$ cat src/rtl/waypoint_sequencer.sv
// Steps the robot through a small goal-pose table and drives registered sign-magnitude pose errors.
// Pose to error is one registered cycle; there is no backpressure, and table writes are dropped while a mission runs.
module waypoint_sequencer #(
    parameter int          N_WIDTH        = 17,
    parameter int          N_WP           = 4,
    parameter int          ADDR_W         = 2,
    parameter logic [15:0] SETTLE_CYCLES  = 16'd50000,
    parameter logic [31:0] TIMEOUT_CYCLES = 32'd500000000
) (
    input  logic                WAYPOINT_SEQUENCER_CLOCK_50,
    input  logic                WAYPOINT_SEQUENCER_RESET_InLow,
    input  logic                WAYPOINT_SEQUENCER_WR_EN,
    input  logic [ADDR_W-1:0]   WAYPOINT_SEQUENCER_WR_ADDR,
    input  logic [N_WIDTH-1:0]  WAYPOINT_SEQUENCER_WR_X_InBus,
    input  logic [N_WIDTH-1:0]  WAYPOINT_SEQUENCER_WR_Y_InBus,
    input  logic [N_WIDTH-1:0]  WAYPOINT_SEQUENCER_WR_Z_InBus,
    input  logic [ADDR_W:0]     WAYPOINT_SEQUENCER_WP_COUNT,
    input  logic                WAYPOINT_SEQUENCER_START,
    input  logic                WAYPOINT_SEQUENCER_ABORT,
    input  logic [N_WIDTH-1:0]  WAYPOINT_SEQUENCER_POSE_X_InBus,
    input  logic [N_WIDTH-1:0]  WAYPOINT_SEQUENCER_POSE_Y_InBus,
    input  logic [N_WIDTH-1:0]  WAYPOINT_SEQUENCER_POSE_Z_InBus,
    input  logic                WAYPOINT_SEQUENCER_GOAL_FLAG_InLow,
    output logic [N_WIDTH-1:0]  WAYPOINT_SEQUENCER_ERR_X_OutBus,
    output logic [N_WIDTH-1:0]  WAYPOINT_SEQUENCER_ERR_Y_OutBus,
    output logic [N_WIDTH-1:0]  WAYPOINT_SEQUENCER_ERR_Z_OutBus,
    output logic                WAYPOINT_SEQUENCER_BUSY,
    output logic [ADDR_W-1:0]   WAYPOINT_SEQUENCER_WP_INDEX,
    output logic                WAYPOINT_SEQUENCER_DONE,
    output logic                WAYPOINT_SEQUENCER_FAULT
);

    localparam int              MAG_W        = N_WIDTH - 1;
    localparam logic [ADDR_W:0] WP_MAX       = (ADDR_W + 1)'(N_WP);
    localparam logic [15:0]     SETTLE_LAST  = SETTLE_CYCLES - 16'd1;
    localparam logic [31:0]     TIMEOUT_LAST = TIMEOUT_CYCLES - 32'd1;

    typedef enum logic [2:0] {
        IDLE,
        LOAD,
        TRACK,
        NEXT,
        DONE_ST,
        FAULT_ST
    } state_t;

    logic clk;
    logic rst_n;
    assign clk   = WAYPOINT_SEQUENCER_CLOCK_50;
    assign rst_n = WAYPOINT_SEQUENCER_RESET_InLow;

    state_t              state, state_d;
    logic [N_WIDTH-1:0]  tbl_x [N_WP];
    logic [N_WIDTH-1:0]  tbl_y [N_WP];
    logic [N_WIDTH-1:0]  tbl_z [N_WP];
    logic [N_WIDTH-1:0]  goal_x, goal_y, goal_z;
    logic [N_WIDTH-1:0]  sel_x, sel_y, sel_z;
    logic [N_WIDTH-1:0]  err_x, err_y, err_z;
    logic [ADDR_W-1:0]   wp_index;
    logic [ADDR_W:0]     wp_total;
    logic [ADDR_W:0]     cnt_in;
    logic [ADDR_W:0]     idx_p1;
    logic [15:0]         settle_cnt;
    logic [31:0]         tmo_cnt;
    logic                busy;

    // Both operands widened to two's complement so -0 collapses to 0 before subtracting.
    function automatic logic [N_WIDTH-1:0] sm_sub(input logic [N_WIDTH-1:0] g,
                                                  input logic [N_WIDTH-1:0] p);
        logic [MAG_W+1:0] a;
        logic [MAG_W+1:0] b;
        logic [MAG_W+2:0] d;
        logic [MAG_W+2:0] m;
        logic [MAG_W-1:0] mag;
        a   = g[MAG_W] ? ({(MAG_W+2){1'b0}} - {2'b00, g[MAG_W-1:0]}) : {2'b00, g[MAG_W-1:0]};
        b   = p[MAG_W] ? ({(MAG_W+2){1'b0}} - {2'b00, p[MAG_W-1:0]}) : {2'b00, p[MAG_W-1:0]};
        d   = {a[MAG_W+1], a} - {b[MAG_W+1], b};
        m   = d[MAG_W+2] ? ({(MAG_W+3){1'b0}} - d) : d;
        mag = (|m[MAG_W+2:MAG_W]) ? {MAG_W{1'b1}} : m[MAG_W-1:0];
        return {d[MAG_W+2] & (|mag), mag};
    endfunction

    assign busy   = (state == LOAD) || (state == TRACK) || (state == NEXT);
    assign cnt_in = (WAYPOINT_SEQUENCER_WP_COUNT > WP_MAX) ? WP_MAX : WAYPOINT_SEQUENCER_WP_COUNT;
    assign idx_p1 = {1'b0, wp_index} + {{ADDR_W{1'b0}}, 1'b1};

    // LOAD reads the table directly so its first errors land at the end of LOAD.
    assign sel_x = (state == LOAD) ? tbl_x[wp_index] : goal_x;
    assign sel_y = (state == LOAD) ? tbl_y[wp_index] : goal_y;
    assign sel_z = (state == LOAD) ? tbl_z[wp_index] : goal_z;

    always_ff @(posedge clk or negedge rst_n) begin
        if (!rst_n) begin
            state <= IDLE;
        end else begin
            state <= state_d;
        end
    end

    always_comb begin
        state_d = state;
        case (state)
            IDLE:     if (WAYPOINT_SEQUENCER_START) state_d = (cnt_in == '0) ? DONE_ST : LOAD;
            LOAD:     state_d = TRACK;
            TRACK: begin
                if (!WAYPOINT_SEQUENCER_GOAL_FLAG_InLow && settle_cnt == SETTLE_LAST)
                    state_d = NEXT;
                else if (tmo_cnt == TIMEOUT_LAST)
                    state_d = FAULT_ST;
            end
            NEXT:     state_d = (idx_p1 >= wp_total) ? DONE_ST : LOAD;
            DONE_ST:  state_d = IDLE;
            FAULT_ST: if (WAYPOINT_SEQUENCER_START) state_d = LOAD;
            default:  state_d = IDLE;
        endcase
        if (WAYPOINT_SEQUENCER_ABORT) state_d = IDLE;
    end

    always_ff @(posedge clk or negedge rst_n) begin
        if (!rst_n) begin
            for (int i = 0; i < N_WP; i++) begin
                tbl_x[i] <= '0;
                tbl_y[i] <= '0;
                tbl_z[i] <= '0;
            end
            goal_x     <= '0;
            goal_y     <= '0;
            goal_z     <= '0;
            err_x      <= '0;
            err_y      <= '0;
            err_z      <= '0;
            wp_index   <= '0;
            wp_total   <= '0;
            settle_cnt <= '0;
            tmo_cnt    <= '0;
        end else begin
            if (WAYPOINT_SEQUENCER_WR_EN && !busy) begin
                tbl_x[WAYPOINT_SEQUENCER_WR_ADDR] <= WAYPOINT_SEQUENCER_WR_X_InBus;
                tbl_y[WAYPOINT_SEQUENCER_WR_ADDR] <= WAYPOINT_SEQUENCER_WR_Y_InBus;
                tbl_z[WAYPOINT_SEQUENCER_WR_ADDR] <= WAYPOINT_SEQUENCER_WR_Z_InBus;
            end

            if ((state == IDLE || state == FAULT_ST) && (state_d == LOAD || state_d == DONE_ST)) begin
                wp_index <= '0;
                wp_total <= cnt_in;
            end else if (state == NEXT && state_d == LOAD) begin
                wp_index <= wp_index + ADDR_W'(1);
            end

            if (state == LOAD) begin
                goal_x     <= tbl_x[wp_index];
                goal_y     <= tbl_y[wp_index];
                goal_z     <= tbl_z[wp_index];
                settle_cnt <= '0;
                tmo_cnt    <= '0;
            end else if (state == TRACK) begin
                settle_cnt <= WAYPOINT_SEQUENCER_GOAL_FLAG_InLow ? 16'd0 : settle_cnt + 16'd1;
                tmo_cnt    <= tmo_cnt + 32'd1;
            end

            // Errors are nonzero only while TRACK is the registered state, so any exit zeroes them at once.
            if (state_d == TRACK) begin
                err_x <= sm_sub(sel_x, WAYPOINT_SEQUENCER_POSE_X_InBus);
                err_y <= sm_sub(sel_y, WAYPOINT_SEQUENCER_POSE_Y_InBus);
                err_z <= sm_sub(sel_z, WAYPOINT_SEQUENCER_POSE_Z_InBus);
            end else begin
                err_x <= '0;
                err_y <= '0;
                err_z <= '0;
            end
        end
    end

    assign WAYPOINT_SEQUENCER_ERR_X_OutBus = err_x;
    assign WAYPOINT_SEQUENCER_ERR_Y_OutBus = err_y;
    assign WAYPOINT_SEQUENCER_ERR_Z_OutBus = err_z;
    assign WAYPOINT_SEQUENCER_BUSY         = busy;
    assign WAYPOINT_SEQUENCER_WP_INDEX     = wp_index;
    assign WAYPOINT_SEQUENCER_DONE         = (state == DONE_ST);
    assign WAYPOINT_SEQUENCER_FAULT        = (state == FAULT_ST);

endmodule

$ cat config.mk
export PLATFORM = sky130hd
export DESIGN_NAME = waypoint_sequencer
export DESIGN_NICKNAME = d
export VERILOG_FILES = /design/src/rtl/waypoint_sequencer.sv
export SDC_FILE = /design/constraint.sdc
export NUM_CORES = 1
export LEC_CHECK = 0
export CORE_MARGIN = 1
export CORE_UTILIZATION = 64
export CTS_CLUSTER_SIZE = 10
export DETAILED_ROUTE_END_ITERATION = 8
export GPL_TIMING_DRIVEN = 0
export PLACE_DENSITY = 0.93
export SYNTH_ARGS = -nofsm -noshare
export SYNTH_HDL_FRONTEND = slang
export SYNTH_SLANG_ARGS = --single-unit
$ cat constraint.sdc
create_clock -name WAYPOINT_SEQUENCER_CLOCK_50 -period 21 [get_ports WAYPOINT_SEQUENCER_CLOCK_50]
set_input_delay 5.25 -clock WAYPOINT_SEQUENCER_CLOCK_50 [delete_from_list [all_inputs] [get_ports WAYPOINT_SEQUENCER_CLOCK_50]]
set_output_delay 5.25 -clock WAYPOINT_SEQUENCER_CLOCK_50 [all_outputs]
set_load 0.05 [all_outputs]
==> results of run 1 <==
-- state kept, by name, indices dropped and copies added, names as in the netlist --
signal,cells
settle_cnt,16
WAYPOINT_SEQUENCER_ERR_Y_OutBus,17
tbl_z,68
WAYPOINT_SEQUENCER_WP_INDEX,2
WAYPOINT_SEQUENCER_ERR_Z_OutBus,17
WAYPOINT_SEQUENCER_ERR_X_OutBus,17
goal_y,17
tmo_cnt,32
tbl_y,68
goal_z,17
wp_total,3
tbl_x,68
goal_x,17
state,3
-- routing by layer --
layer | wire length, um | share of wire | vias to the layer above
met5 | 0 | 0 | -
met4 | 3750 | 0.063 | 0
met1 | 21900 | 0.37 | 8622
met3 | 4590 | 0.077 | 278
li1 | - | - | 7724
met2 | 29300 | 0.49 | 995
-- stage by stage --
stage	setup WS (ns)	hold WS [ns]	cell area, um2	cells	utilization
final	10.63	0.503	24800	2679	0.759
after global placement	0.0329	0.464	23500	2618	0.720
after CTS	10.75	0.500	24700	2672	0.759
after floorplan	11.44	0.443	21200	2009	-
after detailed placement	10.28	0.485	23500	2620	0.721
after global routing	10.13	0.505	24800	2678	0.759
-- worst max path at each step --
stage                                     endpoint                          startpoint  depth (start not counted)  slack [ns]
4_1_cts        WAYPOINT_SEQUENCER_ERR_Z_OutBus[16]  WAYPOINT_SEQUENCER_POSE_Z_InBus[2]                         19       10.75
3_5_place_dp   WAYPOINT_SEQUENCER_ERR_Z_OutBus[16]  WAYPOINT_SEQUENCER_POSE_Z_InBus[2]                         19       10.28
2_1_floorplan  WAYPOINT_SEQUENCER_ERR_Z_OutBus[10]  WAYPOINT_SEQUENCER_POSE_Z_InBus[1]                         20       11.44
6_report       WAYPOINT_SEQUENCER_ERR_Z_OutBus[16]  WAYPOINT_SEQUENCER_POSE_Z_InBus[2]                         19       10.63
3_3_place_gp                              tbl_z[8]      WAYPOINT_SEQUENCER_RESET_InLow                          1        0.03
5_1_grt        WAYPOINT_SEQUENCER_ERR_Z_OutBus[16]  WAYPOINT_SEQUENCER_POSE_Z_InBus[2]                         19       10.13
-- cell type report --
class                      instances  share of cell area
multi-input combinational       1506               0.469
sequential                       362               0.366
timing repair buffer             169              0.0699
clock buffer                      47              0.0453
tap                              442              0.0223
buffer                            88              0.0148
inverter                          53             0.00803
clock inverter                     5             0.00394
antenna                            7            0.000707
-- cells by family after synthesis --
group                    after synthesis
AO/OA/AOI/OAI                        396
AND/OR/NAND/NOR                      568
flip-flops                           362
multiplexers                         302
buffers and inverters                141
adder cells (fa/ha/maj)               69
XOR/XNOR                             171
-- placed cells by master, fill, tap and decap left out, types with 20 or more instances in the layout --
cell and count:
sky130_fd_sc_hd__clkbuf_16 43, sky130_fd_sc_hd__a21oi_2 20, sky130_fd_sc_hd__mux4_2 51, sky130_fd_sc_hd__or3_1 21
sky130_fd_sc_hd__nand2_1 202, sky130_fd_sc_hd__a21oi_1 90, sky130_fd_sc_hd__xnor2_1 81, sky130_fd_sc_hd__clkdlybuf4s50_1 166
sky130_fd_sc_hd__inv_1 53, sky130_fd_sc_hd__clkbuf_1 59, sky130_fd_sc_hd__a31oi_1 21, sky130_fd_sc_hd__and3_1 27
sky130_fd_sc_hd__a21o_1 20, sky130_fd_sc_hd__xor2_1 90, sky130_fd_sc_hd__nand2b_1 23, sky130_fd_sc_hd__mux2i_1 45
sky130_fd_sc_hd__o21ai_0 119, sky130_fd_sc_hd__nand3_1 52, sky130_fd_sc_hd__nor2_1 107, sky130_fd_sc_hd__ha_1 66
sky130_fd_sc_hd__dfrtp_1 362, sky130_fd_sc_hd__mux2_2 206, sky130_fd_sc_hd__o31ai_1 28
-- where the power goes --
part / internal (uW) / leakage [uW] / switching, uW
Combinational: 1150 / 0.00542 / 1790
Sequential: 886 / 0.00453 / 99.3
Clock: 399 / 0.000599 / 278
Total: 2430 / 0.0105 / 2170
==> impl_summary.log, run 1 <==
INFO  metric cts.sinks = 362
INFO  metric critPathKind = primary input to flip-flop
INFO  metric nNetsFinal = roughly 2,400
INFO  metric place.port_buffers = 167
INFO  metric worst_r2r_startpoint = state[1]
INFO  metric holdPathEnd = tbl_z[30]
INFO  metric core_area = about 33,000 um2
INFO  metric post_synth_and_or_nand_nor_area_fraction = 0.132
INFO  metric post_synth_instance_area = between 20,000 and 25,000 um2
INFO  metric synth_top_family_by_area = multiplexers
INFO  metric ff2ff_path_depth = 25
INFO  metric power.leakage = 0.0105 uW
INFO  metric min-delay-start = tbl_z[30]
INFO  metric dp.final_hpwl = roughly 41,000 um
INFO  metric arrival = 10.79 ns
INFO  metric drc = 0
INFO  metric worst-path-buf-inv = 2
INFO  metric power-per-cell-area = around 190 nW/um2
INFO  metric crit_slowest_cell = sky130_fd_sc_hd__a2111oi_0
INFO  metric postCtsResizedCells = 0
INFO  metric fp.dieArea = 33,900 um2
INFO  metric root_buffer = sky130_fd_sc_hd__clkbuf_16
INFO  metric layout.area.seq = 9060 um2
INFO  metric initial_utilization = 0.651
INFO  metric timing.critical_path.max_delay_family = compound AO/OA/AOI/OAI gates
INFO  metric ir_worst_vdd = 134 uV
INFO  metric clk-insertion-delay-late = 0.54 ns
INFO  metric die_w = around 180 um
INFO  metric drt_iter0_drc = around 1,600
INFO  metric timing_max_transition_violations_final = 0
INFO  metric critPathMaxFanout = 10
INFO  metric cts_htree_levels = 2
INFO  metric number_of_synthesized_flops_with_an_enable_pin = 0
INFO  metric grt_util_met3 = 0.0705
INFO  metric netlist_instances = 2,009
INFO  metric synth-compound-area-share = 0.119
INFO  metric setup_tns = 0 ns
INFO  metric via_count = 17,600
INFO  metric r2r-end = WAYPOINT_SEQUENCER_ERR_Z_OutBus[12]
INFO  metric total_power = about 4600 uW
INFO  metric antenna_violations_before_repair = 6
INFO  metric synth-xor-area-share = 0.0705
INFO  metric post_synth_fa_ha_maj_area_fraction = 0.0417
INFO  metric post_synth.cell_area_avg = approximately 11 um2
INFO  metric cell_depth_of_the_worst_hold_path = 1
INFO  metric timing.reg2reg.setup_slack = between 10 and 15 ns
INFO  metric sort_of_element_at_the_end_of_the_critical_path = flip-flop
INFO  metric drt_first_pass_iters = 5
INFO  metric largest_net_degree_at_the_start_of_global_routing = 125
INFO  metric grtUsageMet2 = 0.612
INFO  metric yosys.area.top_type = sky130_fd_sc_hd__dfrtp_1
INFO  metric startpoint_type = primary input
INFO  metric post_cts_buffers = 0
INFO  metric outcome = finished, final reports clean
INFO  metric timing.max_slew.rel_slack = 0.0997
INFO  metric synth_top_area_frac = 0.426
INFO  metric asyncSetResetFlopFracSynth = 1.00
INFO  metric gp_congestion = 0.946
INFO  metric hold_fix_buffers_at_cts = 0
INFO  metric grt.busiest_layer = met2
INFO  metric die_h = 184 um
INFO  metric number_of_global_route_vias_before_repair = approximately 18,000
INFO  metric synth_mux_area_frac = 0.184
INFO  metric cts.clk_slew.worst_paths = 0.05 ns
INFO  metric detail_route.wl_per_cell = 22.2 um
INFO  metric boundaryPins = 169
INFO  metric post-route-min-period = a little over 10 ns
INFO  metric cts_buffer_depth = 3
INFO  metric multi_input_comb_area = about 12,000 um2
INFO  metric synth_seq_cells = 362
INFO  metric tightestPinTransition = 1.34 ns
INFO  metric drtAntennaViolNets = 0
INFO  metric grtUsageTotal = 0.356
INFO  metric area_growth_syn_to_layout = 16.6%
INFO  metric maxClockFrequency = between 90 and 100 MHz
INFO  metric synth_warnings = 0
INFO  metric min_period_over_period = 0.494
INFO  metric synthTopCellsByArea = sky130_fd_sc_hd__dfrtp_1, sky130_fd_sc_hd__mux2_2, sky130_fd_sc_hd__mux4_2
INFO  metric ys_seq_area_frac = 0.426
INFO  metric crit_chain = clkdlybuf4s50_1, nor2_1, nand3_1, or3_1, o21ai_0, xor2_1, ha_1, buf_2, a21o_1, or3_1, o221a_2, a2111oi_0, o31ai_1, o21ai_1, o21ai_0, xor2_1, nor4bb_1, nand4_1, o31a_1
INFO  metric fp-row-count = 66
INFO  metric finalHoldViolCount = 0
INFO  metric synth_most_common_cell = sky130_fd_sc_hd__dfrtp_1
INFO  metric tritoncts_clock_tree = yes
INFO  metric hold_class = flip-flop to flip-flop
INFO  metric synthesized_nets = 2,191
INFO  metric synth.lib_cells_used.distinct = 75
INFO  metric gr-usage-met1 = 0.416
INFO  metric setup_viol = 0
INFO  metric crit_required = 21.42 ns
INFO  metric netlist_top_cells_count = sky130_fd_sc_hd__dfrtp_1, sky130_fd_sc_hd__mux2_2, sky130_fd_sc_hd__nand2_1, sky130_fd_sc_hd__o21ai_0, sky130_fd_sc_hd__nor2_1
INFO  metric synth_flop_cell = sky130_fd_sc_hd__dfrtp_1
INFO  metric grt_remaining_overflow = 0
INFO  metric layout-drive-gt1-share = 0.164
INFO  metric fillerInstances = between 1,500 and 2,000
INFO  metric cts_inserted_buffers = 43
INFO  metric maxcap_viol_count = 0
INFO  metric rsz0062_at_grt = no
INFO  metric global_route_wire_length_before_repair = 93,700 um
INFO  metric fin_worst_skew = 0.0176 ns
INFO  metric avgViaCountPerCell = ~6.6
INFO  metric finalWirelength = 59,600 um
INFO  metric cpPeakStageDelay = 0.60 ns
Note: power is estimated with default switching activity, not from simulation.
==> run 2: changes to the inputs <==
--- a/config.mk
+++ b/config.mk
@@ -6,11 +6,11 @@
 export NUM_CORES = 1
 export LEC_CHECK = 0
 export CORE_MARGIN = 1
-export CORE_UTILIZATION = 64
+export CORE_UTILIZATION = 54
 export CTS_CLUSTER_SIZE = 10
 export DETAILED_ROUTE_END_ITERATION = 8
 export GPL_TIMING_DRIVEN = 0
-export PLACE_DENSITY = 0.93
+export PLACE_DENSITY = 0.84
 export SYNTH_ARGS = -nofsm -noshare
 export SYNTH_HDL_FRONTEND = slang
 export SYNTH_SLANG_ARGS = --single-unit
==> constraint.sdc (replaced) <==
create_clock -name WAYPOINT_SEQUENCER_CLOCK_50 -period 8.45 [get_ports WAYPOINT_SEQUENCER_CLOCK_50]
set_input_delay 2.1125 -clock WAYPOINT_SEQUENCER_CLOCK_50 [delete_from_list [all_inputs] [get_ports WAYPOINT_SEQUENCER_CLOCK_50]]
set_output_delay 2.1125 -clock WAYPOINT_SEQUENCER_CLOCK_50 [all_outputs]
set_load 0.05 [all_outputs]
==> impl_summary.log, run 2 (synthesized netlist as in run 1, its figures left out) <==
INFO  metric holdPathEnd = settle_cnt[15]
INFO  metric maxClockFrequency = 124 MHz
INFO  metric cts_inserted_buffers = 43 (unchanged)
INFO  metric biggestRegsByFlops = tbl_x (68), tbl_y (68), tbl_z (68)
INFO  metric multi_input_comb_area = 11,600 um2 (about the same)
INFO  metric crit_chain = clkbuf_1, nand2b_1, nor2_2, clkbuf_1, buf_2, mux2i_2, clkbuf_2, nor2_1, a21oi_1, inv_1, fa_1, nand2b_1, a21oi_1, o31a_1, a31oi_1, xor2_1, nand3b_1, or4_4, or3_1, and3_1, or4_1, buf_2, buf_6, a21oi_2
INFO  metric die_w = 200 um (+8.8%)
INFO  metric grt_remaining_overflow = 0 (unchanged)
INFO  metric sort_of_element_at_the_end_of_the_critical_path = flip-flop
INFO  metric tritoncts_clock_tree = yes
INFO  metric setup_viol = 0 (unchanged)
INFO  metric cts.clk_slew.worst_paths = 0.06 ns (about the same)
INFO  metric hold_fix_buffers_at_cts = 0 (unchanged)
INFO  metric ir_worst_vdd = 247 uV (+85%)
INFO  metric drt_first_pass_iters = 5 (unchanged)
INFO  metric startpoint_type = flip-flop
INFO  metric min-delay-start = settle_cnt[15]
INFO  metric cell_depth_of_the_worst_hold_path = 1 (unchanged)
INFO  metric number_of_global_route_vias_before_repair = 17,000 (-6.3%)
INFO  metric fp-row-count = 72 (+9.1%)
INFO  metric cts.sinks = 362 (unchanged)
INFO  metric fillerInstances = 2,958 (+50%)
INFO  metric timing.reg2reg.setup_slack = 0.42 ns (-11.29 ns)
INFO  metric post-route-min-period = 8.03 ns
INFO  metric cts_buffer_depth = 3 (unchanged)
INFO  metric power-per-cell-area = 451 nW/um2 (+140%)
INFO  metric power.leakage = 0.0105 uW (-0.15%)
INFO  metric largest_net_degree_at_the_start_of_global_routing = 134 (+7.2%)
INFO  metric grtUsageTotal = 0.269 (-0.0875)
INFO  metric r2r-end = WAYPOINT_SEQUENCER_ERR_Z_OutBus[5]
INFO  metric ff2ff_path_depth = 24 (-4.0%)
INFO  metric via_count = 16,600 (-5.8%)
INFO  metric arrival = 8.52 ns (-2.27 ns)
INFO  metric drc = 0 (unchanged)
INFO  metric core_area = 38,700 um2 (+19%)
INFO  metric layout-drive-gt1-share = 0.165 (+0.000897)
INFO  metric finalHoldViolCount = 0 (unchanged)
INFO  metric total_power = 11,200 uW (+140%)
INFO  metric hold_class = flip-flop to flip-flop
INFO  metric avgViaCountPerCell = 6.03 (-8.3%)
INFO  metric finalWirelength = 53,500 um (-10%)
INFO  metric gp_congestion = 0.922 (-2.6%)
INFO  metric detail_route.wl_per_cell = 19.4 um (-13%)
INFO  metric antenna_violations_before_repair = 8 (+2)
INFO  metric drt_iter0_drc = 988 (-39%)
INFO  metric maxcap_viol_count = 0 (unchanged)
INFO  metric timing_max_transition_violations_final = 0 (unchanged)
INFO  metric outcome = finished, final reports clean
INFO  metric fp.dieArea = 40,100 um2 (+18%)
INFO  metric final_common_cell = sky130_fd_sc_hd__dfrtp_1
INFO  metric fin_worst_skew = 0.0235 ns (+0.00598 ns)
INFO  metric min_period_over_period = 0.951
INFO  metric global_route_wire_length_before_repair = 86,900 um (-7.2%)
INFO  metric drtAntennaViolNets = 0 (unchanged)
INFO  metric tightestPinTransition = 1.19 ns (-0.145 ns)
INFO  metric crit_slowest_cell = sky130_fd_sc_hd__buf_2
INFO  metric root_buffer = sky130_fd_sc_hd__clkbuf_16
INFO  metric die_h = 200 um (+8.8%)
INFO  metric clk-insertion-delay-late = 0.57 ns (+0.03 ns)
INFO  metric critPathMaxFanout = 19 (+9)
INFO  metric nNetsFinal = 2,405 (unchanged)
INFO  metric layout.cells.most_common_list = sky130_fd_sc_hd__dfrtp_1, sky130_fd_sc_hd__mux2_2, sky130_fd_sc_hd__nand2_1
INFO  metric cpPeakStageDelay = 0.69 ns (+0.09 ns)
INFO  metric hold_ws = 0.486 ns (-0.0168 ns)
INFO  metric layout.area.seq = 9060 um2 (unchanged)
INFO  metric utilization = 0.641 (-0.118)
INFO  metric initial_utilization = 0.548 (-0.103)
INFO  metric timing.max_slew.rel_slack = 0.197 (+0.0975)
INFO  metric place.port_buffers = 167 (unchanged)
INFO  metric boundaryPins = 169 (unchanged)
INFO  metric critPathKind = flip-flop to flip-flop
INFO  metric area_growth_syn_to_layout = 16.9%
INFO  metric cts_htree_levels = 2 (unchanged)
INFO  metric crit_required = 8.94 ns (-12.48 ns)
INFO  metric dp.final_hpwl = 39,300 um (-4.0%)
INFO  metric worst_r2r_startpoint = state[1]
[run 2: through the flow]
step,cell area [um2],setup TNS [ns],instances,setup WS [ns]
floorplan,21200,0,2009,1.18
global placement,23600,-3426.17,2694,-9.51
CTS,24800,0,2748,0.00403
global route,24800,-0.0103,2754,-0.00629
detailed placement,23700,-4.66,2697,-0.346
finish,24800,0,2754,0.418
[run 2: worst max-delay path: cells and delay by family (launching register included)]
kind | cells | cell delay, ns
and+or+nand+nor | 9 | 2.78
xor gates and xnor gates | 1 | 0.42
buffers and inverters | 7 | 2.31
DFF | 1 | 0.35
muxes | 1 | 0.56
adders and majority gates | 1 | 0.47
AOI/OAI and AO/OA | 5 | 1.04
[run 2: timing repair]
| item | in CTS | in global routing |
|---|---|---|
| endpoints found under the setup margin | 27 | 29 |
| buffers inserted | 0 | 0 |
| resized for setup | 2 | 6 |
[run 2: worst max path at each step]
stage / start / end / slack (ns)
after floorplan: WAYPOINT_SEQUENCER_WP_INDEX[0] / WAYPOINT_SEQUENCER_ERR_Z_OutBus[10] / 1.18
after global placement: WAYPOINT_SEQUENCER_RESET_InLow / WAYPOINT_SEQUENCER_ERR_Z_OutBus[0] / -9.51
after detailed placement: state[1] / WAYPOINT_SEQUENCER_ERR_Z_OutBus[5] / -0.35
after CTS: WAYPOINT_SEQUENCER_WP_INDEX[0] / WAYPOINT_SEQUENCER_ERR_Z_OutBus[5] / 0.004
after global routing: WAYPOINT_SEQUENCER_WP_INDEX[0] / WAYPOINT_SEQUENCER_ERR_Z_OutBus[8] / -0.006
final: state[1] / WAYPOINT_SEQUENCER_ERR_Z_OutBus[5] / 0.42
[run 2: cell type report]
type / count / share of cell area
inverter: 53 / 0.00801
antenna: 6 / 0.000604
clock buffer: 46 / 0.0438
clock inverter: 6 / 0.00307
timing repair buffer: 170 / 0.0708
buffer: 87 / 0.0151
tap: 518 / 0.0261
sequential: 362 / 0.365
multi-input combinational: 1506 / 0.468
[run 2: metal layers]
| metal | up-vias | part of all wire | GRT usage |
|---|---|---|---|
| li1 | 7721 | - | - |
| met1 | 8284 | 0.42 | 0.338 |
| met2 | 479 | 0.50 | 0.465 |
| met3 | 112 | 0.048 | 0.0390 |
| met4 | 4 | 0.036 | 0.111 |
| met5 | - | 0.00050 | 0 |
[run 2: report_power, final]
part           internal, uW  switching (uW)  total, uW
Clock                   938             686       1620
Sequential             2200             211       2410
Combinational          2850            4330       7180
Total                  5990            5220      11200
==> run 3: changes to the inputs <==
--- a/config.mk
+++ b/config.mk
@@ -5,12 +5,14 @@
 export SDC_FILE = /design/constraint.sdc
 export NUM_CORES = 1
 export LEC_CHECK = 0
+export ABC_AREA = 1
+export ABC_CLOCK_PERIOD_IN_PS = 8450
 export CORE_MARGIN = 1
 export CORE_UTILIZATION = 54
 export CTS_CLUSTER_SIZE = 10
 export DETAILED_ROUTE_END_ITERATION = 8
 export GPL_TIMING_DRIVEN = 0
-export PLACE_DENSITY = 0.84
+export PLACE_DENSITY = 0.83
 export SYNTH_ARGS = -nofsm -noshare
 export SYNTH_HDL_FRONTEND = slang
 export SYNTH_SLANG_ARGS = --single-unit
==> impl_summary.log, run 3 <==
INFO  metric finalWirelength = 67,800 um (+27%)
INFO  metric finalHoldViolCount = 0 (unchanged)
INFO  metric netlist_top_cells_count = sky130_fd_sc_hd__nand2_1, sky130_fd_sc_hd__inv_1, sky130_fd_sc_hd__dfrtp_1, sky130_fd_sc_hd__o21ai_0, sky130_fd_sc_hd__nor2_1
INFO  metric finalInstanceArea = 27,200 um2 (+9.5%)
INFO  metric critPathKind = primary input to flip-flop
INFO  metric sort_of_element_at_the_end_of_the_critical_path = flip-flop
INFO  metric crit_slowest_cell = sky130_fd_sc_hd__clkdlybuf4s50_1
INFO  metric grt_remaining_overflow = 0 (unchanged)
INFO  metric min_period_over_period = 0.715 (-0.236)
INFO  metric asyncSetResetFlopFracSynth = 1.00 (unchanged)
INFO  metric crit_required = 8.91 ns (-0.03 ns)
INFO  metric dp.final_hpwl = 49,900 um (+27%)
INFO  metric cts.clk_slew.worst_paths = 0.06 ns (about the same)
INFO  metric via_count = 23,300 (+41%)
INFO  metric tightestPinTransition = 0.785 ns (-0.410 ns)
INFO  metric netlist_instances = 3,417 (+70%)
INFO  metric worst-path-buf-inv = 6 (-1)
INFO  metric synth_warnings = 0 (unchanged)
INFO  metric grtUsageTotal = 0.311 (+0.0423)
INFO  metric layout-drive-gt1-share = 0.0453 (-0.119)
INFO  metric post-route-min-period = 6.04 ns (-1.99 ns)
INFO  metric hold_fix_buffers_at_cts = 0 (unchanged)
INFO  metric layout.cells.most_common_list = sky130_fd_sc_hd__nand2_1, sky130_fd_sc_hd__inv_1, sky130_fd_sc_hd__dfrtp_1
INFO  metric detail_route.wl_per_cell = 16.0 um (-18%)
INFO  metric antenna-diode-count = 0 (-6)
INFO  metric post_synth_instance_area = 23,500 um2 (+11%)
INFO  metric synth_most_common_cell = sky130_fd_sc_hd__nand2_1
INFO  metric synth_top_area_frac = 0.385 (-0.0414)
INFO  metric post_cts_buffers = 0 (unchanged)
INFO  metric number_of_global_route_vias_before_repair = 22,200 (+31%)
INFO  metric hold_ws = 0.477 ns (-0.00948 ns)
INFO  metric tritoncts_clock_tree = yes
INFO  metric cts.sinks = 362 (unchanged)
INFO  metric setup_viol = 0 (unchanged)
INFO  metric grt.busiest_layer = met2
INFO  metric drc = 0 (unchanged)
INFO  metric boundaryPins = 169 (unchanged)
INFO  metric ys_seq_area_frac = 0.385 (-0.0414)
INFO  metric die_h = 211 um (+5.2%)
INFO  metric maxClockFrequency = 166 MHz (+33%)
INFO  metric gr-usage-met1 = 0.401 (+0.0631)
INFO  metric die_w = 211 um (+5.2%)
INFO  metric final_common_cell = sky130_fd_sc_hd__nand2_1
INFO  metric dpl_worst_slack = 1.85 ns (+2.20 ns)
INFO  metric cpPeakStageDelay = 0.53 ns (-0.16 ns)
INFO  metric cts_buffer_depth = 3 (unchanged)
INFO  metric synth_flop_cell = sky130_fd_sc_hd__dfrtp_1
INFO  metric critPathMaxFanout = 10 (-9)
INFO  metric startpoint_type = primary input
INFO  metric fp.dieArea = 44,400 um2 (+11%)
INFO  metric biggestRegsByFlops = tbl_x (68), tbl_y (68), tbl_z (68)
INFO  metric post_synth.cell_area_avg = 6.89 um2 (-35%)
INFO  metric fillerInstances = 3,882 (+31%)
INFO  metric gp_congestion = 0.956 (+3.7%)
INFO  metric synthesized_nets = 3,599 (+64%)
INFO  metric arrival = 6.50 ns (-2.02 ns)
INFO  metric timing.max_slew.rel_slack = 0.477 (+0.280)
INFO  metric fin_worst_skew = 0.0362 ns (+0.0126 ns)
INFO  metric power.leakage = 0.0140 uW (+33%)
INFO  metric fp-row-count = 76 (+5.6%)
INFO  metric synth_seq_cells = 362 (unchanged)
INFO  metric largest_net_degree_at_the_start_of_global_routing = 117 (-13%)
INFO  metric area_growth_syn_to_layout = 15.7%
INFO  metric antenna_violations_before_repair = 0 (-8)
INFO  metric postCtsResizedCells = 0 (-2)
INFO  metric grtUsageMet2 = 0.506 (+0.0412)
INFO  metric outcome = finished, final reports clean
INFO  metric grt_util_met3 = 0.0544 (+0.0154)
INFO  metric initial_utilization = 0.547 (-0.00100)
INFO  metric nNetsFinal = 3,814 (+59%)
INFO  metric clk-insertion-delay-late = 0.59 ns (+0.02 ns)
INFO  metric ir_worst_vdd = 312 uV (+26%)
INFO  metric timing_max_transition_violations_final = 0 (unchanged)
INFO  metric cts_htree_levels = 2 (unchanged)
INFO  metric placed_cell_area = 26,000 um2 (+10%)
INFO  metric core_area = 43,000 um2 (+11%)
INFO  metric avgViaCountPerCell = 5.53 (-8.3%)
INFO  metric cts_inserted_buffers = 43 (unchanged)
INFO  metric critPathMostFrequentCell = sky130_fd_sc_hd__nand2_1
INFO  metric power-per-cell-area = 353 nW/um2 (-22%)
INFO  metric drtAntennaViolNets = 0 (unchanged)
INFO  metric global_route_wire_length_before_repair = 110,000 um (+27%)
INFO  metric hold_class = flip-flop to flip-flop
INFO  metric drt_first_pass_iters = 6 (+1)
INFO  metric layout_setup_ws = 2.41 ns (+1.99 ns)
INFO  metric synthTopCellsByArea = sky130_fd_sc_hd__dfrtp_1, sky130_fd_sc_hd__nand2_1, sky130_fd_sc_hd__inv_1
INFO  metric yosys.area.top_type = sky130_fd_sc_hd__dfrtp_1
INFO  metric rsz0062_at_grt = no
INFO  metric number_of_synthesized_flops_with_an_enable_pin = 0 (unchanged)
INFO  metric maxcap_viol_count = 0 (unchanged)
INFO  metric synth.lib_cells_used.distinct = 56 (-25%)
INFO  metric place.port_buffers = 167 (unchanged)
INFO  metric timing.critical_path.max_delay_family = simple AND/OR/NAND/NOR gates
INFO  metric root_buffer = sky130_fd_sc_hd__clkbuf_16
INFO  metric drt_iter0_drc = 2,304 (+130%)
[run 3: changes by cell type in the layout (fill, tap and decap cells not counted), sizes merged, moves of 34 or more]
cell,previous run,this run
o21a,15,51
o22ai,1,54
mux2i,45,4
mux4,51,0
o21ai,124,377
inv,55,512
nand3,52,197
a21oi,110,72
mux2,206,0
nor2,107,319
nand4,16,50
nand2,202,1020
xnor2,81,35
[run 3: cells by family (layout without fill, tap and decap cells)]
| kind of cell | after synthesis | in the layout | share of synthesized area |
|---|---|---|---|
| compound gates | 584 | 584 | 0.138 |
| xor+xnor | 103 | 103 | 0.0383 |
| fa+ha+maj | 69 | 69 | 0.0376 |
| buf+inv | 629 | 852 | 0.105 |
| flops | 362 | 362 | 0.385 |
| mux | 4 | 4 | 0.00170 |
| simple gates | 1666 | 1666 | 0.294 |
[run 3: layout make-up]
class	instances	area, um2	area share
Clock inverter	6	72.6	0.00267
Multi-Input combinational cell	2426	12000	0.441
Sequential cell	362	9060	0.333
Inverter	513	1930	0.0708
Tap cell	585	732	0.0269
Buffer	116	541	0.0199
Clock buffer	47	1120	0.0412
Timing Repair Buffer	170	1760	0.0646
[run 3: final timing paths]
path                                                          from                             endpoint  slack [ns]  cells past startpoint
worst max-delay path            WAYPOINT_SEQUENCER_POSE_X_InBus[0]  WAYPOINT_SEQUENCER_ERR_X_OutBus[16]        2.41                     29
worst min-delay path                                     tbl_x[19]                            tbl_x[19]        0.48                      2
max in group asynchronous           WAYPOINT_SEQUENCER_RESET_InLow                            goal_x[5]        5.71                      3
min in group asynchronous           WAYPOINT_SEQUENCER_RESET_InLow                           tmo_cnt[2]        1.37                      1
worst min register to register                           tbl_x[19]                            tbl_x[19]        0.48                      2
worst max register to register      WAYPOINT_SEQUENCER_WP_INDEX[1]  WAYPOINT_SEQUENCER_ERR_Z_OutBus[16]        2.53                     31
[run 3: tightest hold or removal path: cells and delay by family, from the launching register on]
family | cells | cell delay (ns)
and+or+nand+nor | 1 | 0.05
AOI/OAI and AO/OA | 1 | 0.06
DFF | 1 | 0.33
[run 3: report_power, final]
group / total, uW / internal (uW) / switching [uW]
logic: 5770 / 1920 / 3850
registers: 2160 / 2020 / 137
clock network: 1660 / 936 / 722
total: 9590 / 4880 / 4710
[run 3: per-layer routing]
metal  up-vias  share of wire
li1      11300              -
met1     10900           0.41
met2      1012           0.46
met3       208          0.085
met4         0          0.050
met5         -              0
[run 3: through the flow]
step | cells | TNS (ns) | util | total power [uW]
5_1_grt | 4225 | 0 | 0.633 | 10500
6_report | 4225 | 0 | 0.633 | 9590
2_1_floorplan | 3417 | 0 | - | 6590
3_5_place_dp | 4172 | 0 | 0.605 | 7850
4_1_cts | 4225 | 0 | 0.633 | 9530
3_3_place_gp | 4169 | -3747.88 | 0.603 | 7740
